**src/rtl/ltssm_pkg.sv**
```systemverilog
// ltssm_pkg: shared ordered-set constants, ts_type encodings, symbol indices and receiver state type
package ltssm_pkg;
  localparam logic [7:0] COM    = 8'hBC;
  localparam logic [7:0] TS1_ID = 8'h4A;
  localparam logic [7:0] TS2_ID = 8'h45;
  localparam logic [7:0] PAD    = 8'hF7;
  localparam logic [1:0] TS_NONE  = 2'b00;
  localparam logic [1:0] TS_TYPE1 = 2'b01;
  localparam logic [1:0] TS_TYPE2 = 2'b10;
  localparam int SYM_COM  = 0;
  localparam int SYM_LINK = 1;
  localparam int SYM_LANE = 2;
  localparam int SYM_NFTS = 3;
  localparam int SYM_RATE = 4;
  localparam int SYM_CTRL = 5;
  localparam int SYM_ID0  = 6;
  localparam int SYM_LAST = 15;
  typedef enum logic [1:0] {S_IDLE, S_TRACK, S_LOCKED} rx_state_e;
endpackage

```
**src/rtl/ts_field_decode.sv**
```systemverilog
// ts_field_decode: combinational split of a 128-bit ordered set into fields plus good/type/malformed flags
// Ports: ts_i (in, 128) -> link_num..train_ctrl (symbols 1..5), good, malformed, ts_type (00 none, 01 TS1, 10 TS2)
module ts_field_decode
  import ltssm_pkg::*;
(
  input  logic [127:0] ts_i,
  output logic [7:0]   link_num,
  output logic [7:0]   lane_num,
  output logic [7:0]   n_fts,
  output logic [7:0]   rate_id,
  output logic [7:0]   train_ctrl,
  output logic         good,
  output logic         malformed,
  output logic [1:0]   ts_type
);
  logic all_ts1, all_ts2;
  always_comb begin
    all_ts1 = 1'b1;
    all_ts2 = 1'b1;
    for (int k = SYM_ID0; k <= SYM_LAST; k++) begin
      all_ts1 = all_ts1 & (ts_i[8*k +: 8] == TS1_ID);
      all_ts2 = all_ts2 & (ts_i[8*k +: 8] == TS2_ID);
    end
  end
  assign link_num   = ts_i[8*SYM_LINK +: 8];
  assign lane_num   = ts_i[8*SYM_LANE +: 8];
  assign n_fts      = ts_i[8*SYM_NFTS +: 8];
  assign rate_id    = ts_i[8*SYM_RATE +: 8];
  assign train_ctrl = ts_i[8*SYM_CTRL +: 8];
  assign good       = (ts_i[8*SYM_COM +: 8] == COM) && (all_ts1 || all_ts2);
  assign malformed  = !good;
  assign ts_type    = !good ? TS_NONE : all_ts1 ? TS_TYPE1 : TS_TYPE2;
endmodule

```
**src/rtl/ts_lane_receiver.sv**
```systemverilog
// ts_lane_receiver: per-lane TS1/TS2 receiver counting consecutive identical sets and reporting lock
// Ports: clk, rst (async, active-high), clear (sync flush), ts_i/ts_i_vld (received set),
//   ts_type, link_num, lane_num, n_fts, rate_id, train_ctrl (last good TS), consec_cnt (run length),
//   ts_lock (level), ts_lock_pulse, ts_err, gap_timeout (one-cycle pulses),
//   err_cnt (malformed count, only when TS_RX_ERR_CNT_EN is defined)
module ts_lane_receiver
  import ltssm_pkg::*;
#(
  parameter int REQ_CNT     = 8,
  parameter int CNT_W       = 4,
  parameter int GAP_TIMEOUT = 1024
) (
  input  logic             clk,
  input  logic             rst,
  input  logic             clear,
  input  logic [127:0]     ts_i,
  input  logic             ts_i_vld,
  output logic [1:0]       ts_type,
  output logic [7:0]       link_num,
  output logic [7:0]       lane_num,
  output logic [7:0]       n_fts,
  output logic [7:0]       rate_id,
  output logic [7:0]       train_ctrl,
  output logic [CNT_W-1:0] consec_cnt,
  output logic             ts_lock,
  output logic             ts_lock_pulse,
  output logic             ts_err,
`ifdef TS_RX_ERR_CNT_EN
  output logic [15:0]      err_cnt,
`endif
  output logic             gap_timeout
);
  localparam int WD_W = $clog2(GAP_TIMEOUT + 1);
  rx_state_e state;
  logic [WD_W-1:0] wd;
  logic [7:0] d_link, d_lane, d_nfts, d_rate, d_ctrl;
  logic [1:0] d_type;
  logic d_good, d_bad, same, expire;
  logic [CNT_W-1:0] cnt_n;
  ts_field_decode u_dec (
    .ts_i(ts_i), .link_num(d_link), .lane_num(d_lane), .n_fts(d_nfts), .rate_id(d_rate),
    .train_ctrl(d_ctrl), .good(d_good), .malformed(d_bad), .ts_type(d_type)
  );
  // Identity is only meaningful against a held TS, i.e. outside IDLE
  assign same = (state != S_IDLE) && (d_type == ts_type) && (d_link == link_num) && (d_lane == lane_num)
             && (d_nfts == n_fts) && (d_rate == rate_id) && (d_ctrl == train_ctrl);
  assign cnt_n = !same ? CNT_W'(1) : (consec_cnt == {CNT_W{1'b1}}) ? consec_cnt : consec_cnt + 1'b1;
  assign expire = (wd == WD_W'(GAP_TIMEOUT - 1));
  assign ts_lock = (state == S_LOCKED);
  always_ff @(posedge clk or posedge rst) begin
    if (rst) begin
      state         <= S_IDLE;
      wd            <= '0;
      consec_cnt    <= '0;
      ts_type       <= TS_NONE;
      link_num      <= '0;
      lane_num      <= '0;
      n_fts         <= '0;
      rate_id       <= '0;
      train_ctrl    <= '0;
      ts_lock_pulse <= 1'b0;
      ts_err        <= 1'b0;
      gap_timeout   <= 1'b0;
    end else begin
      ts_lock_pulse <= 1'b0;
      ts_err        <= 1'b0;
      gap_timeout   <= 1'b0;
      if (clear) begin
        state      <= S_IDLE;
        wd         <= '0;
        consec_cnt <= '0;
        ts_type    <= TS_NONE;
      end else if (ts_i_vld && d_good) begin
        wd            <= '0;
        ts_type       <= d_type;
        link_num      <= d_link;
        lane_num      <= d_lane;
        n_fts         <= d_nfts;
        rate_id       <= d_rate;
        train_ctrl    <= d_ctrl;
        consec_cnt    <= cnt_n;
        state         <= (cnt_n >= CNT_W'(REQ_CNT)) ? S_LOCKED : S_TRACK;
        ts_lock_pulse <= (cnt_n >= CNT_W'(REQ_CNT)) && (state != S_LOCKED);
      end else if (ts_i_vld && d_bad) begin
        wd         <= '0;
        ts_err     <= 1'b1;
        consec_cnt <= '0;
        state      <= S_IDLE;
      end else if (!ts_i_vld && state != S_IDLE) begin
        wd <= expire ? '0 : wd + 1'b1;
        if (expire) begin
          gap_timeout <= 1'b1;
          consec_cnt  <= '0;
          state       <= S_IDLE;
        end
      end
    end
  end
`ifdef TS_RX_ERR_CNT_EN
  always_ff @(posedge clk or posedge rst)
    if (rst) err_cnt <= '0;
    else if (!clear && ts_i_vld && d_bad && err_cnt != 16'hFFFF) err_cnt <= err_cnt + 1'b1;
`endif
endmodule

```
**config.mk**
```make
export PLATFORM = sky130hd
export DESIGN_NAME = ts_lane_receiver
export DESIGN_NICKNAME = d
export VERILOG_FILES = /design/src/rtl/ltssm_pkg.sv /design/src/rtl/ts_field_decode.sv /design/src/rtl/ts_lane_receiver.sv
export SDC_FILE = /design/constraint.sdc
export NUM_CORES = 1
export LEC_CHECK = 0
export BUFFER_PORTS_ARGS = -buffer_cell sky130_fd_sc_hd__buf_2
export CAP_MARGIN = 40
export CORE_UTILIZATION = 50
export DETAILED_ROUTE_END_ITERATION = 10
export PLACE_DENSITY = 0.95
export SLEW_MARGIN = 20
export SYNTH_ARGS = -nofsm -noshare
export SYNTH_HDL_FRONTEND = slang
export SYNTH_SLANG_ARGS = --single-unit
```
**constraint.sdc**
```tcl
create_clock -name clk -period 5.3 [get_ports clk]
set_clock_uncertainty 0.15 [all_clocks]
set_input_delay 0.795 -clock clk [delete_from_list [all_inputs] [get_ports clk]]
set_output_delay 0.795 -clock clk [all_outputs]
set_load 0.05 [all_outputs]
```
; ---- Yosys cells after proc, flatten, opt, wreduce, memory -nomap -nowiden
; Cells that the tools add are included.
[totals]
reg_bits = 62
wordCells = 117
[classes]
add_sub_neg = 2
magnitude_cmp = 1
eq_ne = 31
mux = 32
bitwise = 19
n_reduce_logical = 20
[ops]
columns = operator, n
row1 = $eq 8x7->1 const B, 20
row2 = $mux 11, 5
row3 = $eq 8x8->1, 5
row4 = $mux 4, 7
row5 = $mux 2, 10
row6 = $and 1x1->1, 18
row7 = $add 11x1->11 const B, 1
row8 = $eq 11x10->1 const B, 1
row9 = $logic_and 1x1->1, 11
row10 = $mux 1, 10
row11 = $eq 8x8->1 const B, 1
row12 = $reduce_bool 4->1, 2
row13 = $add 4x1->4 const B, 1
row14 = $eq 4x4->1 const B, 1
row15 = $ge 4x4->1 const B, 1
row16 = $reduce_and 2->1, 2
row17 = $reduce_bool 2->1, 2
row18 = $eq 2x2->1, 1
row19 = $eq 2x2->1 const B, 1
row20 = $logic_not 1->1, 2
row21 = $ne 2x2->1 const B, 1
row22 = $logic_or 1x1->1, 1
row23 = $not 1->1, 1

; ---- Logic depth before layout (Yosys ltp)
[logic_depth]
word_depth = 25
ltp_mapped = 8
mapped_depth_nobuf = 7

; ---- Hierarchy
; Synthesis repeated with hierarchy kept, for this count alone.
[hier_totals]
cells_unflattened = 368
hier_area_um2 = 3849.9
[modules_own_cells]
columns = mod, instances, cells_each, area_each_um2, seq_area_each_um2
row1 = ts_lane_receiver, 1, 278, 3108.0, 1551.5
row2 = ts_field_decode, 1, 90, 742.0, 0.0

; ---- Worst setup path after synthesis
; No wires, ideal clock.
[synth_timing]
path_type = input to register
startpoint = input ts_i[120]
endpoint = register consec_cnt[2]
setup_time_ns = 0.078
t_arrival_ns = 2.442
required_ns = 5.072
path_slack_ns = 2.630
path_stages = 7
n_path_buf = 0
cell_sequence = and4bb_2 -> nand4_2 -> nor4_4 -> o2111ai_1 -> a311oi_4 -> o21ai_1 -> a21oi_1
[synth_between]
elab_chain_len = 15
elab_cells_between_ends = 25
cone_classes = eq/ne (3) / mux (6) / bitwise (2) / reduce/logical (14)
[synth_rtl]
columns = item, line_no
row1 = "start, declared", ts_lane_receiver.sv:16  ; input logic [127:0] ts_i,
row2 = "$eq 8x7->1, on equally long branches", "ts_field_decode.sv:21, ts_field_decode.sv:22"
row3 = "$and 1x1->1, on equally long branches", "ts_field_decode.sv:21, ts_field_decode.sv:22"
row4 = $logic_or 1x1->1, ts_field_decode.sv:30  ; assign good = (ts_i[8*SYM_COM +: 8] == COM) && (all_ts1 || all_ts2);
row5 = $logic_and 1x1->1, ts_field_decode.sv:30
row6 = $mux 2, ts_field_decode.sv:32  ; assign ts_type = !good ? TS_NONE : all_ts1 ? TS_TYPE1 : TS_TYPE2;
row7 = $eq 2x2->1, ts_lane_receiver.sv:45  ; assign same = (state != S_IDLE) && (d_type == ts_type) && (d_link == link_num) && (d_lane == lane_num)
row8 = $logic_and 1x1->1 (3 in series), ts_lane_receiver.sv:45
row9 = $logic_and 1x1->1 (3 in series), ts_lane_receiver.sv:46  ; && (d_nfts == n_fts) && (d_rate == rate_id) && (d_ctrl == train_ctrl);
row10 = $mux 4, ts_lane_receiver.sv:47  ; assign cnt_n = !same ? CNT_W'(1) : (consec_cnt == {CNT_W{1'b1}}) ? consec_cnt : consec_cnt + 1'b1;
row11 = $mux 4, ts_lane_receiver.sv:73  ; end else if (ts_i_vld && d_good) begin
row12 = $mux 4, ts_lane_receiver.sv:68  ; if (clear) begin
row13 = "end signal, assigned", ts_lane_receiver.sv:81  ; consec_cnt <= cnt_n;
row14 = "end, declared", ts_lane_receiver.sv:24  ; output logic [CNT_W-1:0] consec_cnt,
; Parallel ways exist; a longest one is shown, timed or not.
; A chain may end at the register's enable or synchronous reset.

; ---- Final worst setup path
[layout_timing]
startpoint = input ts_i[15]
endpoint = register consec_cnt[0]
[layout_between]
elab_chain_len = 9
[layout_rtl]
columns = item, line_no
row1 = $eq 8x8->1, ts_lane_receiver.sv:45
row2 = $logic_and 1x1->1 (2 in series), ts_lane_receiver.sv:45
row3 = $logic_and 1x1->1 (3 in series), ts_lane_receiver.sv:46
row4 = $mux 4, ts_lane_receiver.sv:47
row5 = $mux 4, ts_lane_receiver.sv:73
row6 = $mux 4, ts_lane_receiver.sv:68
; Every way passes these cells.

==> impl_metrics.toml <==
[placement]
placed_cell_area_um2 = 4790
place_inst = 703
place_congestion = 0.868
io_buffers = 181
dp_hpwl_um = 9050

[detailed_routing]
first_iter_violations = 200
via_per_inst = 5.57
drt-total-wl_um = 11400
wl_per_cell_um = 15.9
antenna_left = 0
vias = 4008
drc = 0
firstDrtPassIters = 4

[critical_path]
required_ps = 5380
timing.rr.start = "link_num[7]"
critPathBufInv = 1
end_kind = "register"
critPathLaunch = "ts_i[15]"
crit_slowest_cell = "or4_1"
crit_chain = "buf_2 -> xnor2_1 -> nand4_1 -> or4_1 -> nor4b_1 -> a32oi_1 -> o21bai_1 -> a22o_1"
critPathKind = "in -> reg"
critPathMaxFanout = 2
start_kind = "input port"
cpPeakStageDelay_ps = 590
worstPathArrival_ps = 2980
crit_family = "simple AND/OR/NAND/NOR gates"

[global_route]
overflow = 0
use_met1_pct = 31.2
grt_most_used_layer = "met2"
grt_use_total_pct = 29.7
grt_pass1_wl_um = 17500
grt_pass1_vias = 3994
use_met2_pct = 57.1
grt_max_degree = 63
met3_usage_pct = 6.72
antenna_found_initial = 0

[synthesis]
yosysTopAreaCell = "dfrtp_1"
synthTopCellsByArea = "dfrtp_1, nand2_1, xnor2_1"
synth_fp_nets = 562
yosysWarnings = 0
ys_ff_latch = 62
synth_cells = 428
ys_types = 48
synth_edf_count = 0
syn_avg_cell_area_um2 = 8.78
seq_area_frac_synth_pct = 41.3
synth_area_um2 = 3760
yosysTopAreaCellShare_pct = 41.3
synth_ff_type = "dfrtp_1"
ys_async_sr_fraction_pct = 100

[clock_tree]
cts_made_buffers = 9
ctsRootBufferMaster = "clkbuf_8"
clock_sinks = 62
cts_tree = "built"
post_cts_buffers = 0
htree_levels = 3
cts_resized = 0
cts_hold_buf = 0
clkSlewWorstSetupHoldPaths_ps = 70
clk_latency_ps = 340
clk_path_buf_depth = 2

[power]
combPwrFrac_pct = 12.0
p_sw_uw = 243
p_int_uw = 739
max-vdd-ir-drop_uv = 174
p_sw_share_pct = 24.8
leakage_uw = 0.00256
p_seq_share_pct = 48.2
total_power_uw = 983
powerDensity_nw_per_um2 = 196
pwr-share-clk_pct = 39.8

[worst_hold_path]
worstHoldPathType = "in -> async"

[timing]
slew_headroom_pct = 64.1
fmax_ghz = 0.345
layout_min_cycle_time_ps = 2900
setup-tns-final_ps = 0
maxSlewViolCount = 0
worstMarginPinSlew_ps = 533
hold_violations = 0
rsz0062_at_grt = "no"
layout_worst_path_cycle_share_pct = 54.8
setup_viol = 0

[finish]
fin_cells = 720
most-common-layout-cells = "buf_2, nand2_1, dfrtp_1"
multiInputGateArea_um2 = 2120
mostFrequentLayoutCell = "buf_2"
drive_gt1_share_pct = 35.3
area_growth_pct = 33.3
fillCellCount = 596
design_area_um2 = 5010
diodes = 0
nNetsFinal = 750
post-route-util_pct = 69.0
seqCellArea_um2 = 1550

[die]
die_y_um = 88.7
die_w_um = 88.7
coreArea_um2 = 7250
die-area_um2 = 7860
io_pins = 182
initial_core_util_pct = 51.8
num_rows = 31

[outcome]
outcome = "finished, final reports clean"

[run]
drv_cap = 0
## layout make-up
cell class	count	area share, %
clock buffers	13	3.37
clock inverters	3	0.350
well taps	99	2.47
flip-flops and latches	62	31.0
inverters	14	1.05
multi-input cells	344	42.3
repair buffers	185	19.5
## power by group through the flow
stage | Sequential, uW | Clock, uW | Combinational (uW)
after floorplan | 484 | 0 | 40.9
after global routing | 473 | 418 | 128
after CTS | 473 | 399 | 115
after detailed placement | 482 | 0 | 114
after global placement | 482 | 0 | 109
final | 474 | 391 | 118
## per-stage QoR
step	hold WS, ps	setup slack, ps
after floorplan	318	2630
after global placement	334	1890
after detailed placement	350	2130
after CTS	365	2470
after global routing	277	2310
final	276	2400
## worst min-delay path, stage by stage
cell and delay, ps:
buf_2 100, inv_2 30, buf_4 200
## logic make-up (layout without fill, tap and decap cells)
family / Yosys count / after routing / share of synthesized area (%)
and+or+nand+nor: 260 / 260 / 37.9
DFF: 62 / 62 / 41.3
xor gates and xnor gates: 41 / 41 / 9.56
AOI/OAI and AO/OA: 40 / 40 / 7.96
buffers and inverters: 22 / 215 / 2.36
adders and majority gates: 2 / 2 / 0.666
muxes: 1 / 1 / 0.266
## synth_stat cells, types with 5 or more instances
| library cell | count |
|---|---|
| nand4_1 | 25 |
| nor3_1 | 6 |
| nor4b_1 | 9 |
| nor4_1 | 9 |
| dfrtp_1 | 62 |
| inv_1 | 14 |
| nand2b_1 | 11 |
| nand3_1 | 11 |
| xnor2_1 | 34 |
| and4bb_2 | 8 |
| o21ai_0 | 16 |
| nor4bb_1 | 14 |
| nand2_1 | 128 |
| nor2_1 | 18 |
| xor2_1 | 7 |
| buf_2 | 5 |
## metal layers
| layer | vias up | wire [um] |
|---|---|---|
| li1 | 1898 | - |
| met1 | 1904 | 4270 |
| met2 | 189 | 6110 |
| met3 | 17 | 865 |
| met4 | 0 | 180 |
| met5 | - | 0 |
## registers in the layout (all words and copies together) (netlist names)
signal,flops
ts_err,1
n_fts,8
gap_timeout,1
ts_lock_pulse,1
lane_num,8
consec_cnt,4
rate_id,8
train_ctrl,8
state,2
wd,11
ts_type,2
link_num,8
## worst paths after layout
kind / to / slack (ps) / cells past startpoint
max in group asynchronous: n_fts[7] / 4230 / 4
worst min register to register: n_fts[3] / 360 / 2
worst min-delay path: wd[9] / 280 / 3
worst max register to register: consec_cnt[0] / 2520 / 7
min in group clk: n_fts[3] / 360 / 2
worst max-delay path: consec_cnt[0] / 2400 / 8
No activity file was read; power rests on OpenSTA's default activity.
